### config.mk
export PLATFORM = sky130hd
export DESIGN_NAME = asp_irq_ctrl
export DESIGN_NICKNAME = d
export VERILOG_FILES = /design/src/rtl/asp_irq_ctrl.sv
export SDC_FILE = /design/constraint.sdc
export NUM_CORES = 1
export LEC_CHECK = 0
export CORE_AREA = 2 2 107 109
export DETAILED_ROUTE_END_ITERATION = 6
export DIE_AREA = 0 0 109 111
export GPL_ROUTABILITY_DRIVEN = 0
export PLACE_DENSITY = 0.66
export RECOVER_POWER = 50
export SLEW_MARGIN = 20
export SYNTH_ARGS = -nofsm -noshare
export SYNTH_HDL_FRONTEND = slang
export SYNTH_SLANG_ARGS = --single-unit
### constraint.sdc
create_clock -name clk -period 1.89 [get_ports clk]
set_clock_uncertainty 0.15 [all_clocks]
set_input_delay 0.378 -clock clk [delete_from_list [all_inputs] [get_ports clk]]
set_output_delay 0.378 -clock clk [all_outputs]
set_load 0.01 [all_outputs]
### src/rtl/asp_irq_ctrl.sv
// Interrupt aggregation for the ASP sources: edge-detect, pending latch, host mask,
// round-robin arbitration and a single req/ack transaction per pending line.
module asp_irq_ctrl #(
   parameter int NUM_IRQ_LINES  = 4,
   parameter int NUM_IRQ_USED   = 3,
   parameter int CSR_DATA_WIDTH = 64,
   parameter int CSR_ADDR_WIDTH = 2,
   parameter int CNT_WIDTH      = 16,
   localparam int VEC_W = (NUM_IRQ_LINES > 1) ? $clog2(NUM_IRQ_LINES) : 1
) (
   input  logic                      clk,
   input  logic                      reset,
   input  logic [NUM_IRQ_LINES-1:0]  irq_src,
   input  logic [CSR_ADDR_WIDTH-1:0] csr_address,
   input  logic                      csr_read,
   input  logic                      csr_write,
   input  logic [CSR_DATA_WIDTH-1:0] csr_writedata,
   output logic [CSR_DATA_WIDTH-1:0] csr_readdata,
   output logic                      csr_readdatavalid,
   output logic                      csr_waitrequest,
   output logic                      irq_req,
   output logic [VEC_W-1:0]          irq_vec,
   input  logic                      irq_ack
);

   localparam logic [NUM_IRQ_LINES-1:0] USED_MASK =
      {NUM_IRQ_LINES{1'b1}} >> (NUM_IRQ_LINES - NUM_IRQ_USED);

   localparam logic [CSR_ADDR_WIDTH-1:0] ADDR_STATUS = CSR_ADDR_WIDTH'(0);
   localparam logic [CSR_ADDR_WIDTH-1:0] ADDR_MASK   = CSR_ADDR_WIDTH'(1);
   localparam logic [CSR_ADDR_WIDTH-1:0] ADDR_CLEAR  = CSR_ADDR_WIDTH'(2);
   localparam logic [CSR_ADDR_WIDTH-1:0] ADDR_COUNT  = CSR_ADDR_WIDTH'(3);

   typedef enum logic [1:0] {IDLE, REQ, GAP} state_t;

   state_t                     state;
   state_t                     state_next;
   logic [NUM_IRQ_LINES-1:0]   prev_src;
   logic [NUM_IRQ_LINES-1:0]   pending;
   logic [NUM_IRQ_LINES-1:0]   mask;
   logic [NUM_IRQ_LINES-1:0]   rise;
   logic [NUM_IRQ_LINES-1:0]   eligible;
   logic [NUM_IRQ_LINES-1:0]   clr_bits;
   logic [VEC_W-1:0]           last_grant;
   logic [VEC_W-1:0]           grant;
   logic [CNT_WIDTH-1:0]       count;
   logic                       issue;
   logic                       accept;
   logic                       wr_mask;
   logic                       wr_clear;
   logic                       wr_count;
   logic [CSR_DATA_WIDTH-1:0]  rd_mux;
   logic                       unused_wdata;

   // First eligible line strictly after the previous grant, wrapping around.
   function automatic logic [VEC_W-1:0] rr_pick(input logic [NUM_IRQ_LINES-1:0] elig,
                                                input logic [VEC_W-1:0]         last);
      logic [VEC_W-1:0] pick;
      logic [VEC_W-1:0] sel;
      logic             found;
      int               idx;
      pick  = last;
      found = 1'b0;
      for (int k = 1; k <= NUM_IRQ_LINES; k++) begin
         idx = (int'(last) + k) % NUM_IRQ_LINES;
         sel = VEC_W'(idx);
         if (!found && elig[sel]) begin
            pick  = sel;
            found = 1'b1;
         end
      end
      return pick;
   endfunction

   assign rise         = irq_src & ~prev_src & USED_MASK;
   assign eligible     = pending & ~mask & USED_MASK;
   assign grant        = rr_pick(eligible, last_grant);
   assign wr_mask      = csr_write && (csr_address == ADDR_MASK);
   assign wr_clear     = csr_write && (csr_address == ADDR_CLEAR);
   assign wr_count     = csr_write && (csr_address == ADDR_COUNT);
   assign csr_waitrequest = 1'b0;
   assign unused_wdata = ^csr_writedata[CSR_DATA_WIDTH-1:NUM_IRQ_LINES];

   always_comb begin
      state_next = state;
      issue      = 1'b0;
      accept     = 1'b0;
      case (state)
         IDLE: if (|eligible) begin
            issue      = 1'b1;
            state_next = REQ;
         end
         REQ: if (irq_ack) begin
            accept     = 1'b1;
            state_next = GAP;
         end
         GAP:     state_next = IDLE;
         default: state_next = IDLE;
      endcase
   end

   // A fresh rise is OR-ed in after clearing, so set wins over ack/W1C clear.
   always_comb begin
      clr_bits = '0;
      if (wr_clear) clr_bits = csr_writedata[NUM_IRQ_LINES-1:0];
      if (accept)   clr_bits[irq_vec] = 1'b1;
   end

   always_comb begin
      rd_mux = '0;
      case (csr_address)
         ADDR_STATUS: begin
            rd_mux[NUM_IRQ_LINES-1:0]  = irq_src;
            rd_mux[8 +: NUM_IRQ_LINES] = pending;
            rd_mux[16]                 = (state != IDLE);
         end
         ADDR_MASK:  rd_mux[NUM_IRQ_LINES-1:0] = mask | ~USED_MASK;
         ADDR_COUNT: rd_mux[CNT_WIDTH-1:0]     = count;
         default:    rd_mux = '0;
      endcase
   end

   always_ff @(posedge clk or posedge reset) begin
      if (reset) state <= IDLE;
      else       state <= state_next;
   end

   always_ff @(posedge clk or posedge reset) begin
      if (reset) begin
         prev_src          <= '0;
         pending           <= '0;
         mask              <= '0;
         last_grant        <= VEC_W'(NUM_IRQ_LINES - 1);
         count             <= '0;
         irq_req           <= 1'b0;
         irq_vec           <= '0;
         csr_readdata      <= '0;
         csr_readdatavalid <= 1'b0;
      end else begin
         prev_src <= irq_src;
         pending  <= (pending & ~clr_bits) | rise;
         if (wr_mask) mask <= csr_writedata[NUM_IRQ_LINES-1:0] & USED_MASK;
         if (issue) begin
            irq_req <= 1'b1;
            irq_vec <= grant;
         end else if (accept) begin
            irq_req <= 1'b0;
         end
         if (accept) last_grant <= irq_vec;
         if (wr_count)    count <= '0;
         else if (accept) count <= count + CNT_WIDTH'(1);
         csr_readdatavalid <= csr_read;
         if (csr_read) csr_readdata <= rd_mux;
      end
   end

endmodule

==> results by group <==
Outcome
  • Status: completed

Critical path
  • Crit start category: register
  • Critical Path Max Stage Delay: 570 ps
  • WS Path Type: register to primary output
  • Worst Path Arrival: 1290 ps
  • Cell family with most CP delay: buffers and inverters
  • Crit-path max FO: 5
  • Critical register-to-register path startpoint: count[0]
  • Slowest-stage cell, CP: clkdlybuf4s50_1
  • Critical path cell sequence: clkdlybuf4s50_1
  • Worst Path Buf+Inv: 1
  • Worst Setup SP: irq_vec[0]
  • Worst Path Required: 1360 ps
  • Worst Setup End Kind: primary output

Layout
  • Fillers: 1177
  • Area of the multi-input gates: 1100 um2
  • Fin util: 30.8%
  • Register area: 1280 um2
  • Share of cells above drive strength 1: 12.6%
  • P&R area growth vs syn: 26.4%
  • Antenna diode count: 0
  • Layout Nets: 420

Drt
  • Antenna-violating nets left: 0
  • DRT iter0 DRCs: 95
  • Remaining DRCs: 0
  • Vias/cell: 4.19
  • Drt pass-1 iters: 5
  • Final WL: 5700 um
  • Routed vias: 2030
  • DR WL/cell: 11.8 um

Yosys
  • Main flop type after synthesis: dfrtp_1
  • Syn avg cell area: 9.66 um2
  • Fraction of the yosys area taken by sequential cells: 47.3%
  • Mapped Area: 2700 um2
  • Seq cells post-synth: 51
  • Ys async rst share: 100%
  • Post-synth cell types: 44
  • Yosys Warn Count: 0
  • Post-Syn Instances: 280
  • Post-synth EDFFs: 0

STA
  • Fin worst setup slack: 71.9 ps
  • Final hold violations: 0
  • Final Cycle Share: 96.2%
  • RSZ-0062 raised after global routing: false
  • WHS: 265 ps
  • Max frequency: 0.550 GHz
  • Slew HR: 25.6%
  • Worst slew pin tran: 1120 ps
  • Fin crit period: 1820 ps
  • Final setup fails: 0
  • Pins over their slew limit: 0

Global routing
  • Vias in the first global route: 1912
  • Largest net degree at the start of global routing: 52
  • GR Util All Layers: 9.78%
  • First-pass GRT wire length: 9320 um
  • Grt ovf: 0
  • Initial antenna violation count: 0

Clock tree
  • Worst-path clk slew: 60 ps
  • CTS root buf: clkbuf_16
  • Clk sinks: 51
  • Bufs on Longest Clock Path: 2
  • H-tree lvl count: 2
  • CTS tree: yes
  • CTS resizes: 0
  • Hold Buf Count CTS: 0
  • CTS Buf Count: 5
  • Worst-Skew Late Latency: 290 ps
  • Setup bufs post-CTS: 0

Pwr
  • P_leak: 1.52 nW
  • Pwr/cell area: 969 nW/um2
  • Peak supply drop: 0.517 mV
  • Pwr Total: 3.31 mW

Floorplan
  • Core area: 11100 um2
  • Initial core utilization: 24.4%
  • Die Area: 12100 um2
  • I/O pin total: 144
  • Cell Rows: 39
  • Die H: 111 um
  • Die W: 109 um

Worst hold path
  • Hold/Removal Path Class: register to register
  • Worst Hold Launch: prev_src[2]

Place
  • Dpl hpwl: 4340 um
  • I/O Buffers: 35
  • Pre-CTS setup slack: -199 ps

Flow run
  • Max Cap Violations: 0
layout by cell type (no fill, tap or decap), types with 6 or more instances in the layout:
cell	instances
nor2_1	13
o22ai_1	8
nand2_1	15
inv_1	25
o21ai_0	17
buf_4	25
a21oi_1	6
nand3_1	16
conb_1	48
dfrtp_1	49
clkdlybuf4s50_1	32
xnor2_1	6
nand2b_1	6
power breakdown:
group | leakage [nW] | total (mW) | switching [mW] | internal, mW
Clock | 0.0911 | 1.15 | 0.388 | 0.759
Combinational | 0.765 | 0.758 | 0.386 | 0.372
Sequential | 0.660 | 1.41 | 0.143 | 1.26
Total | 1.52 | 3.31 | 0.916 | 2.39
path summary, 6_finish.rpt:
kind                                     end  slack [ps]  cells past startpoint
min in group asynchronous        prev_src[1]         610                      3
max                               irq_vec[0]          70                      1
max in group asynchronous  csr_readdatavalid         300                      3
min reg2reg                       pending[2]         270                      1
min                               pending[2]         270                      1
max reg2reg                         count[7]         130                      4
routing by layer:
layer	share of wire, %	vias up	routed length, um	track usage (%)
li1	-	990	-	-
met1	45	960	2570	12.9
met5	0	-	0	0
met2	48	74	2720	15.8
met3	6.4	6	363	3.12
met4	0.82	0	47	1.79
layout make-up:
cell class                 instances  share of cell area [%]
sequential                        51                    37.4
clock buffer                       6                    3.77
multi-input combinational        192                    32.1
timing repair buffer              64                    16.8
inverter                          26                    2.86
tap                              143                    5.24
clock inverter                     2                    1.76
state kept, by name (all words and copies together) (netlist names):
| register | cells |
|---|---|
| csr_readdata | 17 |
| mask | 3 |
| last_grant | 2 |
| csr_readdatavalid | 1 |
| prev_src | 3 |
| irq_req | 1 |
| count | 16 |
| irq_vec | 2 |
| pending | 4 |
| state | 2 |
cells in the mapped netlist (all sizes together), types with 2 or more instances:
cell / number / area [um2]
o211ai: 2 / 15.0
o22ai: 8 / 50.1
a21oi: 6 / 30.0
nand3: 16 / 80.1
dfrtp: 49 / 1230
xnor2: 6 / 52.6
mux2: 3 / 33.8
buf: 49 / 365
dfstp: 2 / 52.6
clkbuf: 9 / 33.8
nor2: 13 / 48.8
xor2: 3 / 26.3
inv: 26 / 97.6
o311ai: 3 / 26.3
nor3: 2 / 10.0
nand2: 15 / 56.3
and2: 2 / 12.5
o21ai: 17 / 85.1
nand2b: 6 / 37.5
a22oi: 5 / 37.5
or2: 2 / 12.5
a222oi: 3 / 30.0
or3: 2 / 12.5
nor4: 2 / 12.5
or4: 3 / 22.5
o31ai: 2 / 15.0
ha: 5 / 62.6
nand4: 6 / 43.8
stage by stage:
step	TNS (ps)	cell area, um2	cells
floorplan	0	2880	327
global placement	-1890	3250	476
finish	0	3420	484
CTS	0	3440	484
global route	0	3420	484
detailed placement	-2540	3250	476
cell families after synthesis:
| kind of cell | synth area share, % |
|---|---|
| compound gates | 12.8 |
| xor+xnor | 2.92 |
| fa+ha+maj | 2.31 |
| buf+inv | 18.4 |
| flops | 47.3 |
| mux | 1.62 |
| other cells | 0.139 |
| simple gates | 14.5 |
(Power assumes the default switching activity.)
